## src/rtl/loader_pkg.sv

```systemverilog
// Shared types and defaults for the UART instruction-memory boot loader.
package loader_pkg;

  // Byte that opens a load frame unless the instance overrides it
  localparam logic [7:0] SYNC_BYTE_DEFAULT = 8'hA5;

  // Frame parser states; CHK is reachable only when LOADER_CHECKSUM_EN is defined
  typedef enum logic [2:0] {
    IDLE  = 3'd0,
    CNT_L = 3'd1,
    CNT_H = 3'd2,
    DAT_L = 3'd3,
    DAT_H = 3'd4,
    CHK   = 3'd5,
    FIN   = 3'd6
  } state_e;

endpackage

```

## src/rtl/instr_mem_loader.sv

```systemverilog
// UART boot loader: turns a framed byte stream into sequential 16-bit
// instruction-memory writes from address 0, holding the CPU in reset meanwhile.
// Optional feature macro: LOADER_CHECKSUM_EN adds a trailing 8-bit sum byte.
module instr_mem_loader
  import loader_pkg::*;
#(
  parameter int unsigned ADDR_W    = 10,
  parameter logic [7:0]  SYNC_BYTE = SYNC_BYTE_DEFAULT
) (
  input  logic              clk,
  input  logic              rst_n,
  input  logic              rx_vld,
  input  logic [7:0]        rx_data,
  output logic              wr_en,
  output logic [ADDR_W-1:0] wr_addr,
  output logic [15:0]       wr_data,
  output logic              cpu_rst_n,
  output logic              done,
  output logic              err
);

  localparam int unsigned         IDX_W      = ADDR_W + 1;
  localparam int unsigned         CNT_W      = 16;
  localparam logic [IDX_W-1:0]    WORD_LIMIT = IDX_W'(1) << ADDR_W;
  localparam logic [ADDR_W-1:0]   ADDR_MAX   = '1;

  state_e              state_q, state_d;
  logic [CNT_W-1:0]    cnt_q, cnt_d;
  logic [7:0]          lo_q, lo_d;
  logic [IDX_W-1:0]    idx_q, idx_d;
  logic                wr_en_q, wr_en_d;
  logic [ADDR_W-1:0]   wr_addr_q, wr_addr_d;
  logic [15:0]         wr_data_q, wr_data_d;
  logic                cpu_rst_n_q, cpu_rst_n_d;
  logic                done_q, done_d;
  logic                err_q, err_d;
`ifdef LOADER_CHECKSUM_EN
  logic [7:0]          csum_q, csum_d;
`endif

  // State and output registers
  always_ff @(posedge clk or negedge rst_n) begin
    if (!rst_n) begin
      state_q     <= IDLE;
      cnt_q       <= '0;
      lo_q        <= '0;
      idx_q       <= '0;
      wr_en_q     <= 1'b0;
      wr_addr_q   <= '0;
      wr_data_q   <= '0;
      cpu_rst_n_q <= 1'b1;
      done_q      <= 1'b0;
      err_q       <= 1'b0;
`ifdef LOADER_CHECKSUM_EN
      csum_q      <= '0;
`endif
    end else begin
      state_q     <= state_d;
      cnt_q       <= cnt_d;
      lo_q        <= lo_d;
      idx_q       <= idx_d;
      wr_en_q     <= wr_en_d;
      wr_addr_q   <= wr_addr_d;
      wr_data_q   <= wr_data_d;
      cpu_rst_n_q <= cpu_rst_n_d;
      done_q      <= done_d;
      err_q       <= err_d;
`ifdef LOADER_CHECKSUM_EN
      csum_q      <= csum_d;
`endif
    end
  end

  // Frame parser: next state plus next values of every register
  always_comb begin
    state_d     = state_q;
    cnt_d       = cnt_q;
    lo_d        = lo_q;
    idx_d       = idx_q;
    wr_en_d     = 1'b0;
    wr_addr_d   = wr_addr_q;
    wr_data_d   = wr_data_q;
    cpu_rst_n_d = cpu_rst_n_q;
    done_d      = done_q;
    err_d       = err_q;
`ifdef LOADER_CHECKSUM_EN
    csum_d      = csum_q;
    if (rx_vld && state_q != IDLE && state_q != CHK && state_q != FIN)
      csum_d = csum_q + rx_data;
`endif

    // Address advances the cycle after a write pulse and saturates at the top
    if (wr_en_q && wr_addr_q != ADDR_MAX)
      wr_addr_d = wr_addr_q + ADDR_W'(1);

    unique case (state_q)
      IDLE: begin
        if (rx_vld && rx_data == SYNC_BYTE) begin
          state_d     = CNT_L;
          done_d      = 1'b0;
          err_d       = 1'b0;
          cpu_rst_n_d = 1'b0;
          wr_addr_d   = '0;
          idx_d       = '0;
`ifdef LOADER_CHECKSUM_EN
          csum_d      = '0;
`endif
        end
      end
      CNT_L: begin
        if (rx_vld) begin
          cnt_d   = {cnt_q[15:8], rx_data};
          state_d = CNT_H;
        end
      end
      CNT_H: begin
        if (rx_vld) begin
          cnt_d   = {rx_data, cnt_q[7:0]};
          state_d = ({rx_data, cnt_q[7:0]} == 16'd0) ? FIN : DAT_L;
        end
      end
      DAT_L: begin
        if (rx_vld) begin
          lo_d    = rx_data;
          state_d = DAT_H;
        end
      end
      DAT_H: begin
        if (rx_vld) begin
          cnt_d = cnt_q - 16'(1);
          // Words beyond memory capacity are consumed but dropped
          if (idx_q < WORD_LIMIT) begin
            wr_en_d   = 1'b1;
            wr_data_d = {rx_data, lo_q};
            idx_d     = idx_q + IDX_W'(1);
          end else begin
            err_d = 1'b1;
          end
          if (cnt_q == 16'd1) begin
`ifdef LOADER_CHECKSUM_EN
            state_d = CHK;
`else
            state_d = FIN;
`endif
          end else begin
            state_d = DAT_L;
          end
        end
      end
`ifdef LOADER_CHECKSUM_EN
      CHK: begin
        if (rx_vld) begin
          if (rx_data != csum_q) err_d = 1'b1;
          state_d = FIN;
        end
      end
`endif
      FIN: begin
        done_d      = 1'b1;
        cpu_rst_n_d = 1'b1;
        state_d     = IDLE;
      end
      default: state_d = IDLE;
    endcase
  end

  assign wr_en     = wr_en_q;
  assign wr_addr   = wr_addr_q;
  assign wr_data   = wr_data_q;
  assign cpu_rst_n = cpu_rst_n_q;
  assign done      = done_q;
  assign err       = err_q;

endmodule

```

## config.mk

```make
export PLATFORM = sky130hd
export DESIGN_NAME = instr_mem_loader
export DESIGN_NICKNAME = d
export VERILOG_FILES = /design/src/rtl/loader_pkg.sv /design/src/rtl/instr_mem_loader.sv
export SDC_FILE = /design/constraint.sdc
export NUM_CORES = 1
export LEC_CHECK = 0
export BUFFER_PORTS_ARGS = -buffer_cell sky130_fd_sc_hd__buf_2
export CORE_ASPECT_RATIO = 0.8
export CORE_UTILIZATION = 40
export DETAILED_ROUTE_END_ITERATION = 10
export PLACE_DENSITY_LB_ADDON = 0.1
export SKIP_CTS_REPAIR_TIMING = 1
export SLEW_MARGIN = 20
export SYNTH_ARGS = -nofsm -noshare
export SYNTH_HDL_FRONTEND = slang
export SYNTH_SLANG_ARGS = --single-unit
```

## constraint.sdc

```tcl
create_clock -name clk -period 2.3 [get_ports clk]
set_clock_uncertainty 0.2 [all_clocks]
set_input_delay 0.23 -clock clk [delete_from_list [all_inputs] [get_ports clk]]
set_output_delay 0.23 -clock clk [all_outputs]
set_load 0.005 [all_outputs]
```

==> impl_metrics.csv, run 1 <==
group,metric,value,unit
setup_path,worstPathCellList,"nand4bb_1 > or3_1 > or3_1 > a21oi_1",
clock_network,clk_latency,0.35,ns
route,drt_iter0_drc,224,
floorplanning,die-height,85.7,um
route,vias,2941,
cells_and_area,regArea,1700,um2
synth,async_flop_share,100,%
sta,finalHoldViolations,0,
floorplanning,coreArea,8480,um2
synth,ys.flop_type,"dfrtp_1",
sta,setup_viol,0,
synth,syn-num-nets,355,
hold_path,min_to,"wr_data[9]",
floorplanning,num_rows,30,
cells_and_area,syn_to_final_growth,18.7,%
cells_and_area,final_core_utilization,49.0,%
setup_path,cp_max_fo,5,
grt,grt_pass1_wl,14.5,mm
setup_path,r2r-start,"state_q[1]",
grt,grt_antenna_before_repair,0,
synth,syn_avg_cell_area,10.3,um2
clock_network,h-tree-depth,3,
setup_path,cpMostUsedCell,"or3_1",
grt,grt_max_degree,69,
synth,yosysWarnings,0,
setup_path,cp.required,2.37,ns
power_and_ir_drop,peakVddDrop,0.000562,V
sta,tightest_slew,0.411,ns
hold_path,holdPathStages,2,
job,drv_cap,0,
sta,fin_crit,2.01,ns
clock_network,path_clk_slew,0.08,ns
setup_path,arrival,2.09,ns
floorplanning,ios,41,
cells_and_area,layout_common_cells,"dfrtp_1 (67), buf_2 (40), a21oi_1 (24), mux2_2 (24)",
sta,fin_crit_sh,87.5,%
synth,ys_seq_elements,68,
route,drc,0,
clock_network,cts-root-buf,"clkbuf_8",
sta,max_freq,497,MHz
route,via_per_inst,5.70,
place,place_ws,0.293,ns
power_and_ir_drop,p_per_area,1170,nW/um2
sta,finalMaxSlewViolations,0,
setup_path,r2r_end,"idx_q[8]",
cells_and_area,multiInputGateArea,1690,um2
grt,grt.overflow.total,0,
setup_path,cpPeakStageDelay,0.46,ns
cells_and_area,mostFrequentLayoutCell,"dfrtp_1",
synth,synth-edff-count,0,
clock_network,clk_path_buf_depth,2,
synth,synth_area_leaders,"dfrtp_1 (48%), mux2_2 (7.7%), a21oi_1 (3.4%)",
hold_path,hold_path_class,"input port to register",
grt,grt_usage,20.5,%
floorplanning,die-width,107,um
setup_path,crit_start,"state_q[1]",
route,wl_per_cell,16.8,um
synth,synth_area,3500,um2
cells_and_area,fin_area,4160,um2
place,dpl_cell_area,3970,um2
clock_network,cts_tree,"yes",
hold_path,worstHoldStart,"rx_data[1]",
route,drt-total-wl,8.67,mm
cells_and_area,n_fill_cell,857,
clock_network,clkSinkCount,68,
sta,fin_setup_tns,0,ns
route,first_pass_iters,5,
place,hpwl,5.87,mm
power_and_ir_drop,leakage,1.81,nW
status,status,"finished clean",
floorplanning,start_util,41.3,%
synth,yosysTopAreaCell,"dfrtp_1",
sta,maxSlewHeadroom,72.4,%
setup_path,cp_slowest_cell,"or3_1",
place,port_buffers,40,
setup_path,r2r_slack,0.29,ns
place,routabilityCongestion,0.829,
setup_path,start_kind,"register",
cells_and_area,final_layout_size_suffix_gt1_share,27.7,%
power_and_ir_drop,totalPowerFinal,4.87,mW
sta,rsz0062_at_grt,"false",
synth,synthCells,340,
setup_path,crit_path_end_kind,"register",
setup_path,r2r.worst_path.cells,4,
clock_network,cts_buffers,9,
cells_and_area,diodes,0,
sta,setup_slack,0.287,ns
synth,post_synth_num_cell_types,58,
synth,synth_top_area_share,47.9,%
setup_path,path_class,"register to register",
synth,synth-seq-area-share,48.7,%
floorplanning,dieArea,9130,um2
route,ant_nets,0,
cells_and_area,fin_nets,414,
grt,grt_pass1_vias,2788,
cell usage after synthesis, types with 4 or more instances:
master	n
nand2_1	16
dfrtp_1	67
a31oi_1	4
ha_1	4
buf_2	8
o31ai_1	5
a21oi_1	24
nor3b_1	5
xor2_1	5
nand3_1	10
xnor2_1	6
inv_1	9
or4_1	4
clkbuf_1	7
nor4_1	8
nor3_1	7
and3_1	6
nand4_1	7
nor2_1	23
mux2_2	24
or3_1	10
o21ai_0	23
power breakdown:
group	leakage, nW	internal [mW]	switching, mW
clock network	0.0820	0.423	0.488
registers	0.845	1.64	0.402
logic	0.881	0.908	1.01
how the worst max path moves through the flow:
stage,endpoint,slack [ns],cells past startpoint
final,idx_q[8],0.29,4
after global routing,idx_q[8],0.14,4
after detailed placement,idx_q[8],0.29,4
after global placement,cnt_q[14],0.36,5
after CTS,idx_q[8],0.27,4
after floorplan,cnt_q[15],0.41,4
stage by stage:
step                std cells  hold WS [ns]
floorplan                 340        -0.266
CTS                       515        -0.291
detailed placement        499        0.0890
global route              516       0.00689
global placement          499        0.0883
finish                    516        0.0134
layer usage:
layer	up-vias	track usage [%]	part of all wire, %
met5	-	0	0
met4	0	3.86	0.74
met3	9	5.40	6.3
met2	85	29.1	42
met1	1451	31.2	51
li1	1396	-	-
cell type report:
cell class,count,share of cell area (%)
sequential,68,41.0
multi-input combinational,247,40.7
inverter,9,0.813
clock buffer,11,3.40
clock inverter,5,0.873
tap,112,3.37
timing repair buffer,64,9.82
worst max-delay path, delay by kind of cell (launching register included):
kind             cells  cell delay [ns]
AND/OR/NAND/NOR      3             1.17
flip-flops           1             0.43
AO/OA/AOI/OAI        1             0.16
registers in the layout (all words and copies together), names as in the netlist:
register / flops
state_q: 3
cnt_q: 16
wr_addr: 10
idx_q: 11
wr_data: 16
lo_q: 8
done: 1
wr_en: 1
cpu_rst_n: 1
err: 1
kinds of logic (layout without fill, tap and decap cells):
kind of cell             count (synthesis)  in the layout  synth area share (%)
AND/OR/NAND/NOR                        119            119                  19.9
AO/OA/AOI/OAI                           88             88                  16.3
flip-flops                              68             68                  48.7
multiplexers                            25             25                  8.01
buffers and inverters                   25             89                  2.97
XOR/XNOR                                11             11                  2.75
adder cells (fa/ha/maj)                  4              4                  1.43
Power figures use the tool's default switching activity.
==> run 2, diff against run 1 <==
Settings changed: REMOVE_ABC_BUFFERS set to 1, SLEW_MARGIN 20 to unset.
==> run 2 against run 1 <==
Against the previous run:
- register-to-register slack got worse by 0.07 ns
- total power grew 0.39%
- sequential power about the same
- combinational power about the same
- core utilization about the same
- routed wire length down 2.6%
- largest power group unchanged
==> impl_metrics.csv, run 2 (synthesized netlist as in run 1, its figures left out) <==
group,metric,value,unit
place,port_buffers,40,
cells_and_area,fin_nets,413,
clock_network,cts_buffers,9,
cells_and_area,syn_to_final_growth,18.7,%
status,status,"finished clean",
grt,grt.overflow.total,0,
floorplanning,dieArea,9130,um2
place,place_ws,0.248,ns
route,via_per_inst,5.57,
setup_path,start_kind,"register",
setup_path,cp.required,2.34,ns
clock_network,clk_latency,0.35,ns
route,wl_per_cell,16.4,um
power_and_ir_drop,leakage,1.82,nW
setup_path,cp_max_fo,22,
job,drv_cap,0,
setup_path,path_class,"register to register",
route,drt-total-wl,8.45,mm
sta,tightest_slew,0.500,ns
cells_and_area,fin_area,4150,um2
clock_network,clk_path_buf_depth,2,
power_and_ir_drop,totalPowerFinal,4.89,mW
floorplanning,coreArea,8480,um2
hold_path,hold_path_class,"input port to register",
power_and_ir_drop,peakVddDrop,0.000690,V
power_and_ir_drop,switching_share,38.0,%
clock_network,h-tree-depth,3,
floorplanning,start_util,41.3,%
setup_path,r2r-start,"state_q[0]",
sta,setup_viol,0,
sta,setup_slack,0.222,ns
cells_and_area,final_layout_size_suffix_gt1_share,27.1,%
power_and_ir_drop,comb_power_share,39.4,%
power_and_ir_drop,clkPwrFrac,19.3,%
floorplanning,die-height,85.7,um
grt,grt_pass1_wl,14.2,mm
sta,fin_crit,2.08,ns
clock_network,cts-root-buf,"clkbuf_8",
place,routabilityCongestion,0.865,
place,dpl_cell_area,3950,um2
sta,maxSlewHeadroom,66.5,%
route,ant_nets,0,
sta,finalHoldViolations,0,
place,hpwl,5.79,mm
power_and_ir_drop,pwr-share-seq,41.3,%
route,vias,2864,
floorplanning,die-width,107,um
clock_network,path_clk_slew,0.07,ns
route,first_pass_iters,4,
grt,grt_max_degree,69,
setup_path,arrival,2.12,ns
sta,rsz0062_at_grt,"false",
clock_network,clkSinkCount,68,
grt,grt_antenna_before_repair,0,
cells_and_area,diodes,0,
cells_and_area,mostFrequentLayoutCell,"dfrtp_1",
sta,finalMaxSlewViolations,0,
power_and_ir_drop,power.internal,3.03,mW
setup_path,crit_path_end_kind,"register",
grt,grt_usage,20.3,%
sta,fin_crit_sh,90.4,%
hold_path,worstHoldStart,"rx_data[6]",
setup_path,crit_start,"state_q[0]",
sta,max_freq,481,MHz
cells_and_area,n_fill_cell,829,
sta,fin_setup_tns,0,ns
clock_network,cts_tree,"yes",
floorplanning,num_rows,30,
route,drc,0,
route,drt_iter0_drc,168,
power_and_ir_drop,p_per_area,1180,nW/um2
floorplanning,ios,41,
power_and_ir_drop,net-switching-power,1.86,mW
cells_and_area,final_core_utilization,49.0,%
cells_and_area,layout_common_cells,"dfrtp_1 (67), buf_2 (40), a21oi_1 (24), mux2_2 (24)",
grt,grt_pass1_vias,2739,
-- run 2: final timing paths --
check / to / slack [ns] / cells after the start
max in group asynchronous: cnt_q[9] / 1.35 / 3
worst max-delay path: cnt_q[2] / 0.22 / 6
worst min register to register: lo_q[0] / 0.29 / 2
worst max register to register: cnt_q[2] / 0.22 / 6
worst min-delay path: wr_data[14] / 0.02 / 2
min in group asynchronous: cnt_q[10] / 0.21 / 3
-- run 2: critical path, stage by stage (launching register included) --
cell and delay (ns):
dfrtp_1 0.37, buf_4 0.21, or3b_1 0.49, buf_4 0.23
nor3b_1 0.20, a21oi_1 0.06, o21ai_0 0.22
-- run 2: layout make-up --
type,instances,area [um2],area share (%)
clock inverter,5,53.8,1.30
tap,112,140,3.37
sequential,68,1700,41.0
clock buffer,10,128,3.07
multi-input combinational,247,1690,40.8
timing repair buffer,63,403,9.70
inverter,9,33.8,0.813
-- run 2: power by group through the flow --
stage | registers [mW] | clock network [mW] | logic, mW
after detailed placement | 2.04 | 0 | 1.92
after floorplan | 2.05 | 0 | 1.12
after global placement | 2.03 | 0 | 1.90
after global routing | 2.09 | 1.02 | 2.16
final | 2.02 | 0.944 | 1.92
after CTS | 2.02 | 0.972 | 1.92
-- run 2: metrics by stage --
step           hold slack (ns)  std cells
2_1_floorplan           -0.266        324
3_3_place_gp            0.0893        497
3_5_place_dp            0.0857        497
4_1_cts                 -0.302        512
5_1_grt                 0.0239        514
6_report                0.0189        514
-- run 2: per-layer routing --
| layer | up-vias | share of wire, % | global-route usage [%] |
|---|---|---|---|
| met3 | 7 | 6.2 | 6.08 |
| met2 | 78 | 42 | 27.6 |
| met4 | 0 | 0.90 | 7.35 |
| li1 | 1405 | - | - |
| met5 | - | 0 | 0 |
| met1 | 1374 | 51 | 30.4 |
==> run 3, diff against run 2 <==
Settings changed: PLACE_DENSITY_LB_ADDON 0.1 to 0.08.
==> run 3 against run 2 <==
Against the previous run:
- sequential power is essentially flat
- via count shrank 0.42%
- routed wire length grew 0.85%
- cell count is the same
- fmax grew 3.3%
- critical path depth shrank 2
- combinational power is essentially flat
- sequential cell count is the same
- core utilization grew 0.34 points
- non-clock buffer count is the same
- total power grew 2.8%
- clock-buffer cell count shrank 1
- critical endpoint is now idx_q[8]
- highest routed layer unchanged
==> impl_metrics.csv, run 3 (synthesized netlist as in run 1, its figures left out) <==
group,metric,value,unit
status,status,"finished clean",
setup_path,path_class,"register to register",
route,wl_per_cell,16.6,um
route,vias,2852,
sta,rsz0062_at_grt,"false",
power_and_ir_drop,power.internal,3.15,mW
sta,maxSlewHeadroom,68.8,%
grt,grt.overflow.total,0,
sta,max_freq,497,MHz
floorplanning,ios,41,
power_and_ir_drop,totalPowerFinal,5.03,mW
setup_path,cp_slowest_cell,"or3_1",
setup_path,cp_max_fo,6,
sta,tightest_slew,0.464,ns
route,ant_nets,0,
sta,setup_slack,0.288,ns
setup_path,cpMostUsedCell,"or3_1",
cells_and_area,final_core_utilization,49.3,%
clock_network,path_clk_slew,0.08,ns
setup_path,start_kind,"register",
floorplanning,die-width,107,um
sta,fin_crit_sh,87.5,%
cells_and_area,syn_to_final_growth,19.5,%
power_and_ir_drop,switching_share,37.4,%
power_and_ir_drop,pwr-share-seq,40.4,%
floorplanning,die-height,85.7,um
clock_network,h-tree-depth,3,
clock_network,cts-root-buf,"clkbuf_8",
clock_network,clk_path_buf_depth,2,
power_and_ir_drop,comb_power_share,38.0,%
place,hpwl,5.84,mm
setup_path,cp.required,2.36,ns
sta,setup_viol,0,
sta,finalMaxSlewViolations,0,
cells_and_area,mostFrequentLayoutCell,"dfrtp_1",
power_and_ir_drop,p_per_area,1200,nW/um2
floorplanning,coreArea,8480,um2
clock_network,clkSinkCount,68,
setup_path,cp_num_buf_inv,0,
power_and_ir_drop,clkPwrFrac,21.5,%
setup_path,cpPeakStageDelay,0.48,ns
power_and_ir_drop,leakage,1.82,nW
sta,finalHoldViolations,0,
cells_and_area,final_layout_size_suffix_gt1_share,27.6,%
floorplanning,num_rows,30,
power_and_ir_drop,net-switching-power,1.88,mW
setup_path,arrival,2.07,ns
grt,grt_antenna_before_repair,0,
route,first_pass_iters,5,
hold_path,hold_path_class,"input port to register",
route,drt_iter0_drc,199,
grt,grt_pass1_wl,13.9,mm
route,drt-total-wl,8.52,mm
clock_network,cts_tree,"yes",
cells_and_area,n_fill_cell,838,
cells_and_area,fin_nets,413,
cells_and_area,layout_common_cells,"dfrtp_1 (67), buf_2 (40), a21oi_1 (24), mux2_2 (24)",
clock_network,cts_buffers,9,
setup_path,worstPathCellList,"nand4bb_1 > or3_1 > or3_1 > a21oi_1",
power_and_ir_drop,peakVddDrop,0.000632,V
place,routabilityCongestion,0.813,
grt,grt_max_degree,69,
place,place_ws,0.308,ns
route,drc,0,
grt,grt_usage,19.8,%
clock_network,clk_latency,0.34,ns
setup_path,critPathTopFamily,"simple AND/OR/NAND/NOR gates",
place,port_buffers,40,
route,via_per_inst,5.55,
sta,fin_crit,2.01,ns
grt,grt_pass1_vias,2653,
floorplanning,dieArea,9130,um2
cells_and_area,diodes,0,
setup_path,crit_path_end_kind,"register",
job,drv_cap,0,
floorplanning,start_util,41.3,%
## run 3: stage by stage
stage	instances	area [um2]	TNS, ns	hold WS, ns
after floorplan	324	3430	-4.92	-0.266
after global placement	498	3960	0	0.0852
after detailed placement	498	3960	0	0.0861
after CTS	513	4170	0	-0.291
after global routing	514	4180	0	0.0123
final	514	4180	0	0.0179
## run 3: worst paths after layout
check | from | cells past startpoint | end | slack [ns]
setup / recovery | state_q[1] | 4 | idx_q[8] | 0.29
hold / removal | rx_data[3] | 2 | lo_q[3] | 0.02
setup reg to reg | state_q[1] | 4 | idx_q[8] | 0.29
hold reg to reg | lo_q[0] | 2 | lo_q[0] | 0.30
max in group asynchronous | rst_n | 3 | idx_q[0] | 1.34
min in group asynchronous | rst_n | 3 | cnt_q[10] | 0.23
## run 3: layer usage
metal | GRT usage [%] | vias up | share of wire [%]
li1 | - | 1398 | -
met3 | 4.41 | 8 | 5.7
met2 | 29.5 | 85 | 41
met4 | 5.23 | 0 | 0.99
met1 | 28.9 | 1361 | 52
met5 | 0 | - | 0
## run 3: power by group through the flow
stage          Combinational [mW]  Sequential [mW]  Clock [mW]
2_1_floorplan                1.12             2.05           0
4_1_cts                      1.92             2.03        1.12
5_1_grt                      2.14             2.11        1.16
3_5_place_dp                 1.91             2.05           0
3_3_place_gp                 1.90             2.04           0
6_report                     1.91             2.03        1.08
## run 3: final cells by class
class                           count  area [um2]  area share, %
Inverter                            9        33.8          0.808
Tap cell                          112         140           3.35
Timing Repair Buffer               63         400           9.57
Clock buffer                        9         124           2.96
Clock inverter                      6        88.8           2.12
Sequential cell                    68        1700           40.7
Multi-Input combinational cell    247        1690           40.5
